<file path="src/rtl/deserializer.sv">
// DDR line deserializer: hunts an idle run, frames sync + 4 data pairs, delivers one byte per 5-cycle frame.
// Byte and data_valid register on the edge sampling the 4th data pair; no backpressure, every frame is delivered.
module deserializer #(
  parameter int unsigned IDLE_MIN    = 16,
  parameter int unsigned LOCK_FRAMES = 2
) (
  input  logic       clk,
  input  logic       reset_n,
  input  logic [1:0] rx_pair,
  input  logic       err_clr,
  output logic [7:0] data_out,
  output logic       data_valid,
  output logic       locked,
  output logic       frame_err,
  output logic [7:0] err_count
);

  typedef enum logic [1:0] {HUNT, ARMED, DATA, SYNC} state_t;

  localparam logic [1:0] PAIR_IDLE = 2'b00;
  localparam logic [1:0] PAIR_SYNC = 2'b10;
  localparam logic [7:0] IDLE_LAST = 8'(IDLE_MIN - 1);
  localparam logic [7:0] LOCK_LAST = 8'(LOCK_FRAMES - 1);

  state_t     state, state_nxt;
  logic [7:0] idle_cnt, idle_cnt_nxt;
  logic [1:0] slot, slot_nxt;
  logic [7:0] good_cnt, good_cnt_nxt;
  logic [5:0] shift, shift_nxt;
  logic [7:0] data_out_nxt;
  logic       data_valid_nxt;
  logic       locked_nxt;
  logic       frame_err_nxt;
  logic [7:0] err_count_nxt;

  always_ff @(posedge clk or negedge reset_n) begin
    if (!reset_n) begin
      state      <= HUNT;
      idle_cnt   <= 8'd0;
      slot       <= 2'd0;
      good_cnt   <= 8'd0;
      shift      <= 6'd0;
      data_out   <= 8'h00;
      data_valid <= 1'b0;
      locked     <= 1'b0;
      frame_err  <= 1'b0;
      err_count  <= 8'd0;
    end else begin
      state      <= state_nxt;
      idle_cnt   <= idle_cnt_nxt;
      slot       <= slot_nxt;
      good_cnt   <= good_cnt_nxt;
      shift      <= shift_nxt;
      data_out   <= data_out_nxt;
      data_valid <= data_valid_nxt;
      locked     <= locked_nxt;
      frame_err  <= frame_err_nxt;
      err_count  <= err_count_nxt;
    end
  end

  always_comb begin
    state_nxt      = state;
    idle_cnt_nxt   = idle_cnt;
    slot_nxt       = slot;
    good_cnt_nxt   = good_cnt;
    shift_nxt      = shift;
    data_out_nxt   = data_out;
    data_valid_nxt = 1'b0;
    locked_nxt     = locked;
    frame_err_nxt  = 1'b0;
    err_count_nxt  = err_count;

    case (state)
      HUNT: begin
        if (rx_pair == PAIR_IDLE) begin
          if (idle_cnt != 8'hFF) idle_cnt_nxt = idle_cnt + 8'd1;
          // arm on the edge that samples the IDLE_MIN-th idle
          if (idle_cnt >= IDLE_LAST) state_nxt = ARMED;
        end else begin
          idle_cnt_nxt = 8'd0;
        end
      end

      ARMED: begin
        if (rx_pair == PAIR_SYNC) begin
          state_nxt = DATA;
          slot_nxt  = 2'd0;
        end else if (rx_pair != PAIR_IDLE) begin
          state_nxt    = HUNT;
          idle_cnt_nxt = 8'd0;
        end
      end

      DATA: begin
        shift_nxt = {shift[3:0], rx_pair};
        slot_nxt  = slot + 2'd1;
        if (slot == 2'd3) begin
          data_out_nxt   = {shift, rx_pair};
          data_valid_nxt = 1'b1;
          if (good_cnt != 8'hFF) good_cnt_nxt = good_cnt + 8'd1;
          if (good_cnt >= LOCK_LAST) locked_nxt = 1'b1;
          state_nxt = SYNC;
        end
      end

      SYNC: begin
        if (rx_pair == PAIR_SYNC) begin
          state_nxt = DATA;
          slot_nxt  = 2'd0;
        end else if (rx_pair == PAIR_IDLE) begin
          // orderly stop: this idle already counts toward the next hunt
          state_nxt    = HUNT;
          idle_cnt_nxt = 8'd1;
          good_cnt_nxt = 8'd0;
          locked_nxt   = 1'b0;
        end else begin
          state_nxt     = HUNT;
          idle_cnt_nxt  = 8'd0;
          good_cnt_nxt  = 8'd0;
          locked_nxt    = 1'b0;
          frame_err_nxt = 1'b1;
          if (err_count != 8'hFF) err_count_nxt = err_count + 8'd1;
        end
      end

      default: begin
        state_nxt    = HUNT;
        idle_cnt_nxt = 8'd0;
      end
    endcase

    if (err_clr) err_count_nxt = 8'd0;
  end

endmodule

</file>
<file path="config.mk">
export PLATFORM = sky130hd
export DESIGN_NAME = deserializer
export DESIGN_NICKNAME = d
export VERILOG_FILES = /design/src/rtl/deserializer.sv
export SDC_FILE = /design/constraint.sdc
export NUM_CORES = 1
export LEC_CHECK = 0
export CAP_MARGIN = 25
export CORE_ASPECT_RATIO = 1.1
export CORE_MARGIN = 2
export CORE_UTILIZATION = 40
export CTS_BUF_LIST = sky130_fd_sc_hd__clkbuf_4 sky130_fd_sc_hd__clkbuf_8
export CTS_CLUSTER_DIAMETER = 60
export CTS_CLUSTER_SIZE = 40
export DETAILED_ROUTE_END_ITERATION = 10
export PLACE_DENSITY = 0.68
export RECOVER_POWER = 50
export SKIP_LAST_GASP = 1
export SYNTH_ARGS = -nofsm -noshare
export SYNTH_HDL_FRONTEND = slang
export SYNTH_SLANG_ARGS = --single-unit
</file>
<file path="constraint.sdc">
create_clock -name clk -period 2.9 [get_ports clk]
set_input_delay 0.435 -clock clk [delete_from_list [all_inputs] [get_ports clk]]
set_output_delay 0.435 -clock clk [all_outputs]
set_load 0.005 [all_outputs]
</file>
==> results by group <==
Routing
  – TritonRoute pass-1 iters: 4
  – 1st-iter DRT viols: 125
  – Antenna violation net count after detailed routing: 0
  – Avg WL per Cell: approximately 13 microns
  – Vias/cell: 5.10
  – Total number of vias: 1,725
  – # DRC: 0
  – Final wirelength: 4310 microns

STA
  – Rel. slew slack: 38.3%
  – Worst setup margin: ~800 ps
  – Max Freq: 0.481 GHz
  – Final setup viols: 0
  – Final slew viol count: 0
  – Final Critical Period: 2080 ps
  – RSZ-0062 raised after global routing: false
  – Clk_skew: between 7 and 8 ps
  – Min Hold Slack: 475 ps
  – Share of the clock period used by the worst path: 71.6%
  – Worst slew pin tran: 925 ps
  – Setup total negative slack: 0 ps
  – Final hold violation count: 0

Clock network
  – CTS H-tree depth: 2
  – Clock-pin slew on the worst setup and hold paths: 80 ps
  – Clock latency on the worst-skew pair: roughly 290 ps
  – CTS tree: done
  – CTS Buf Count: 5
  – Setup repair bufs after CTS: 0
  – Clock Tree Root: clkbuf_8
  – CTS resizes: 0
  – Clock sinks: 45
  – Clock Path Buffers: 2
  – Post-CTS Hold Buffers: 0

Placement
  – Cell Area, Placed: roughly 2500 sq um
  – Port Buf Inserts: 23
  – GPL Wtd Cong: 0.822
  – DP Wirelength: 2980 microns
  – Place WS: 585 ps

Floorplanning
  – Die W: ~76 microns
  – Die area: 6280 sq um
  – Die height: just over 80 microns
  – Initial Utilization: a little over two fifths
  – Top Ports: 24
  – Std-Cell Rows: 28
  – Core box area: around 5400 sq um

Global routing
  – GRT Residual Overflow: 0
  – Largest net degree at the start of global routing: 46
  – Gr usage total: 15.4%
  – Global-route wire length before repair: 7770 microns
  – Initial antenna violation count: 0
  – Vias in the first global route: 1,715

Pwr
  – Maximum vdd drop: 0.000223 V
  – Combinational Power Share: between 30 and 40%
  – Static Leak: 1.21 nW
  – Register share of total power: about half
  – Sw Pwr: 0.653 mW
  – Sw frac: approximately 34%
  – Internal: 1.26 mW
  – Clk pwr share: 19.8%
  – Cell Pwr Density: 728 nW/um^2

Setup path
  – Worst Path Arrival: 2260 ps
  – Worst Setup Path Type: in -> reg
  – Startpoint class of the critical path: input port
  – CP required: roughly 3100 ps
  – Reg2reg start: state[0]
  – Critical Path Fanout Max: 12
  – Crit end category: flip-flop
  – Crit path launch: rx_pair[0]

Synth
  – Avg Cell Area, Syn: about 9.5 sq um
  – Mapped Cells: 238
  – Synthesized area: 2260 sq um
  – Netlist cell types: 43
  – Synthesis-stage register bit count: 45
  – Sequential fraction of the synthesis area: ~50%
  – Mapped Nets: about 250
  – Count of synthesis-stage warnings from yosys: 0

Layout
  – Cell area after layout: 2630 sq um
  – Antenna diodes: 0
  – Filler Cells Inserted: roughly 520
  – Layout cells sized above 1: about 8.0%
  – Synthesis-to-finish area growth: 16.0%
  – Nets: 273

Min path
  – Tightest Hold Check Type: reg -> reg
  – HP Start: shift[5]

Run
  – Max_cap viols: 0

Outcome
  – Status: completed
[cell usage in the layout (no fill, tap or decap), types with 3 or more instances in the layout]
| cell type | synthesis | routed |
|---|---|---|
| nor2_1 | 15 | 15 |
| dfrtp_1 | 45 | 45 |
| o21ai_0 | 5 | 5 |
| a31oi_1 | 10 | 10 |
| o211ai_1 | 4 | 4 |
| nand4_1 | 5 | 5 |
| nor3_1 | 3 | 3 |
| mux2_2 | 3 | 3 |
| a21oi_1 | 7 | 7 |
| nand3_1 | 11 | 11 |
| clkbuf_8 | 0 | 5 |
| nor2b_1 | 4 | 5 |
| mux2i_1 | 3 | 3 |
| nand2_1 | 56 | 56 |
| ha_1 | 6 | 6 |
| nand2b_1 | 4 | 4 |
| inv_1 | 8 | 8 |
| xor2_1 | 5 | 5 |
| clkdlybuf4s50_1 | 0 | 21 |
| and3_1 | 6 | 6 |
[metal layers]
layer / routed length, microns / share of wire, % / global-route usage (%)
met1: 2100 / 49 / 21.5
met2: 1970 / 46 / 22.8
met3: 143 / 3.3 / 3.64
met4: 93 / 2.2 / 5.90
met5: 0 / 0 / 0
[area by class of cell]
type	instances	area (sq um)	area share, %
clock buffer	6	76.3	2.91
clock inverter	2	10.0	0.381
inverter	8	30.0	1.14
multi-input combinational	175	1030	39.4
sequential	45	1130	42.9
tap	75	93.8	3.57
timing repair buffer	27	254	9.68
[logic make-up (layout without fill, tap and decap cells)]
group | Yosys count | in the layout | share of synthesized area, %
buffers and inverters | 18 | 43 | 4.42
muxes | 6 | 6 | 2.82
xor gates and xnor gates | 5 | 5 | 1.93
and+or+nand+nor | 118 | 118 | 25.3
DFF | 45 | 45 | 49.8
adders and majority gates | 6 | 6 | 3.32
AOI/OAI and AO/OA | 40 | 40 | 12.4
[synthesized netlist by cell type, drive strengths merged]
| cell type | count | area [sq um] |
|---|---|---|
| ha | 6 | 75.1 |
| nor2 | 15 | 56.3 |
| o22a | 1 | 8.76 |
| a31oi | 10 | 62.6 |
| inv | 8 | 30.0 |
| and2 | 2 | 12.5 |
| o21a | 1 | 8.76 |
| or4 | 1 | 7.51 |
| nand4 | 5 | 31.3 |
| or3b | 1 | 8.76 |
| a21oi | 9 | 60.1 |
| nand2b | 4 | 25.0 |
| mux2 | 3 | 33.8 |
| a2bb2oi | 2 | 17.5 |
| o21ai | 7 | 35.0 |
| nand2 | 56 | 210 |
| o41ai | 1 | 8.76 |
| a22o | 1 | 8.76 |
| o211ai | 6 | 55.1 |
| a41oi | 1 | 8.76 |
| nor3 | 4 | 25.0 |
| or3 | 2 | 12.5 |
| xor2 | 5 | 43.8 |
| and3 | 6 | 37.5 |
| nand3b | 2 | 15.0 |
| a21boi | 1 | 7.51 |
| nor4 | 3 | 33.8 |
| nand3 | 11 | 55.1 |
| dfrtp | 45 | 1130 |
| nor4b | 1 | 8.76 |
| buf | 10 | 70.1 |
| nor2b | 5 | 33.8 |
| mux2i | 3 | 30.0 |
[power groups by stage]
| stage | sequential, mW | clock, mW | combinational, mW |
|---|---|---|---|
| 2_1_floorplan | 0.919 | 0 | 0.403 |
| 3_3_place_gp | 0.957 | 0 | 0.570 |
| 6_report | 0.951 | 0.379 | 0.580 |
| 5_1_grt | 0.976 | 0.423 | 0.666 |
| 3_5_place_dp | 0.963 | 0 | 0.587 |
| 4_1_cts | 0.950 | 0.395 | 0.588 |
[flip-flops by register name, summed over array words and instances (netlist names)]
signal / flops
state: 2
data_out: 8
err_count: 8
locked: 1
frame_err: 1
slot: 2
data_valid: 1
good_cnt: 8
idle_cnt: 8
shift: 6
[worst paths after layout]
check,endpoint,slack (ps),cells past startpoint
worst max-delay path,err_count[5],820,5
worst min-delay path,data_out[7],470,2
worst max register to register,idle_cnt[1],1140,4
worst min register to register,data_out[7],470,2
max in group asynchronous,err_count[6],1080,3
min in group asynchronous,data_out[1],580,2
[through the flow]
step | util (%) | cells | power (mW)
CTS | 48.1 | 336 | 1.93
finish | 48.3 | 338 | 1.91
global placement | 46.5 | 328 | 1.53
detailed placement | 46.5 | 328 | 1.55
floorplan | - | 238 | 1.32
global route | 48.3 | 338 | 2.07
[critical path: stages]
cell,delay [ps]
dlygate4sd3_1,830
and3_1,360
o211ai_2,150
nor2_1,150
mux2_2,340
Power figures use the tool's default switching activity.
==> RTL edit (same settings) <==
Put one more register stage on the output `data_out`, with the module's reset. The value now appears one clock later. The other outputs are not delayed to match.
--- a/src/rtl/deserializer.sv
+++ b/src/rtl/deserializer.sv
@@ -22,6 +22,8 @@
   localparam logic [7:0] IDLE_LAST = 8'(IDLE_MIN - 1);
   localparam logic [7:0] LOCK_LAST = 8'(LOCK_FRAMES - 1);
 
+  logic [7:0] data_s0;
+
   state_t     state, state_nxt;
   logic [7:0] idle_cnt, idle_cnt_nxt;
   logic [1:0] slot, slot_nxt;
@@ -40,7 +42,7 @@
       slot       <= 2'd0;
       good_cnt   <= 8'd0;
       shift      <= 6'd0;
-      data_out   <= 8'h00;
+      data_s0    <= 8'h00;
       data_valid <= 1'b0;
       locked     <= 1'b0;
       frame_err  <= 1'b0;
@@ -51,7 +53,7 @@
       slot       <= slot_nxt;
       good_cnt   <= good_cnt_nxt;
       shift      <= shift_nxt;
-      data_out   <= data_out_nxt;
+      data_s0    <= data_out_nxt;
       data_valid <= data_valid_nxt;
       locked     <= locked_nxt;
       frame_err  <= frame_err_nxt;
@@ -65,7 +67,7 @@
     slot_nxt       = slot;
     good_cnt_nxt   = good_cnt;
     shift_nxt      = shift;
-    data_out_nxt   = data_out;
+    data_out_nxt   = data_s0;
     data_valid_nxt = 1'b0;
     locked_nxt     = locked;
     frame_err_nxt  = 1'b0;
@@ -133,5 +135,13 @@
     if (err_clr) err_count_nxt = 8'd0;
   end
 
+  always_ff @(posedge clk or negedge reset_n) begin
+    if (!reset_n) begin
+      data_out <= '0;
+    end else begin
+      data_out <= data_s0;
+    end
+  end
+
 endmodule
 
Behaviour: no difference found for any inputs over 10 cycles, from zero or initial values and one cycle with reset_n low; that may be too few to reach the edited logic, so the function may still have changed.
==> RTL edit against the unedited design <==
Sequential power grew 17%; clock skew grew 0.0027 ns; largest cell class unchanged; wire length grew 7.4%; power grew 24%; clock power grew 15%; worst setup slack lost 0.073 ns; sequential share of layout area grew 2.0 points; cell count shrank 1.2%; sequential cell count grew 8; critical path depth grew 1; combinational power grew 43%; final area grew 12%; area after synthesis grew 13%.
==> RTL edit: results (changes against the unedited design) <==
* Status: complete, no violations
* Clock Power at 435 uW (+15%)
* TritonCTS Buffers at 5 (unchanged)
* Routed Antenna Nets at 0 (unchanged)
* Metal-1 WL at 2240 um (+6.4%)
* Top Family by Delay on Critical Path: simple AND/OR/NAND/NOR gates
* Max_slew headroom at 0.141 (-0.242)
* Worst-path clk slew at 0.10 ns (+0.02 ns)
* Met1 Resource Use GR at 0.193 (-0.0224)
* Comb pwr at 828 uW (+43%)
* Slowest Stage Delay on Critical Path at 0.51 ns (-0.32 ns)
* Final setup TNS at 0 ns (unchanged)
* Clk_lat worst skew at 0.31 ns (+0.02 ns)
* P_int at 1.54 mW (+23%)
* Pre-CTS setup slack at 0.689 ns (+0.104 ns)
* DRT iter0 DRCs at 112 (-10%)
* Clk_skew at 0.00999 ns (+0.00269 ns)
* Dpl hpwl at 3150 um (+5.9%)
* Initial antenna violation count at 0 (unchanged)
* Hold path depth at 0 (-2)
* Final min period at 2.15 ns (+0.0729 ns)
* Worst flop-to-flop path endpoint: good_cnt[5]$_DFFE_PN0P_
* Nets at 268 (-1.8%)
* Vias per cell at 5.40 (+5.7%)
* Root buf cell: clkbuf_8
* GR met3 Demand/Resource at 0.0320 (-0.00445)
* Fillers at 581 (+11%)
* Setup slack, reg-to-reg at 0.75 ns (-0.39 ns)
* Crit path kind: reg2reg
* Met3 wire length at 177 um (+24%)
* Leak Pwr at 1.32 nW (+9.1%)
* Routed length per instance at 13.8 um (+8.6%)
* Final Wtd Congestion at 0.813 (-1.2%)
* Post-placement cell count at 326 (-0.61%)
* Synthesized netlist cell count at 230 (-3.4%)
* Synth cell count leaders: dfrtp_1, mux2_2, nor2_1
* Met2 routed WL at 2140 um (+8.9%)
* First-pass GRT wire length at 8090 um (+4.2%)
* CP arrival at 2.34 ns (+0.08 ns)
* M2 GR Usage at 0.238 (+0.00942)
* Cells on worst reg2reg path at 6 (+2)
* Post-CTS setup buffer count at 0 (unchanged)
* Count of cell types in the netlist at 51 (+19%)
* VDD IR max at 0.000372 V (+67%)
* Syn nets at 245 (-1.6%)
* Vias in the first global route at 1670 (-2.6%)
* Slowest CP cell: ha_1
* DRT Pass-1 Iters at 4 (unchanged)
* ANT cells at 0 (unchanged)
* Layout cells sized above 1 at 0.138 (+0.0579)
* Worst Min Path Start: data_s0[6]$_DFFE_PN0P_
* Non-filler cells, final at 334 (-1.2%)
* Sequential share of the synthesized area at 0.517 (+0.0196)
* Largest net degree at the start of global routing at 54 (+17%)
* Hold Slack at 0.379 ns (-0.0955 ns)
* WHS Endpoint: data_out[6]$_DFF_PN0_
* Total GRT Usage at 0.145 (-0.00938)
* Largest cells by area after synthesis: dfrtp_1, mux2_2, ha_1, mux2i_1, nand3_1
* H-tree depth at 2 (unchanged)
-- RTL edit: logic make-up (layout without fill, tap and decap cells) --
kind of cell	after synthesis	count (layout)	synth area share
AND/OR/NAND/NOR	81	81	0.183
flip-flops	53	53	0.517
AO/OA/AOI/OAI	43	43	0.119
multiplexers	23	23	0.0976
buffers and inverters	19	43	0.0312
adder cells (fa/ha/maj)	10	10	0.0488
XOR/XNOR	1	1	0.00342
-- RTL edit: stage by stage --
step,instance area [sq um],total power [mW]
CTS,2950,2.40
global route,2950,2.57
finish,2950,2.37
detailed placement,2860,1.96
floorplan,2560,1.69
global placement,2860,1.93
-- RTL edit: cell type report --
cell class / instances / share of cell area
Sequential cell: 53 / 0.449
Multi-Input combinational cell: 158 / 0.393
Timing Repair Buffer: 24 / 0.0780
Tap cell: 80 / 0.0339
Clock buffer: 5 / 0.0233
Inverter: 11 / 0.0140
Clock inverter: 3 / 0.00890
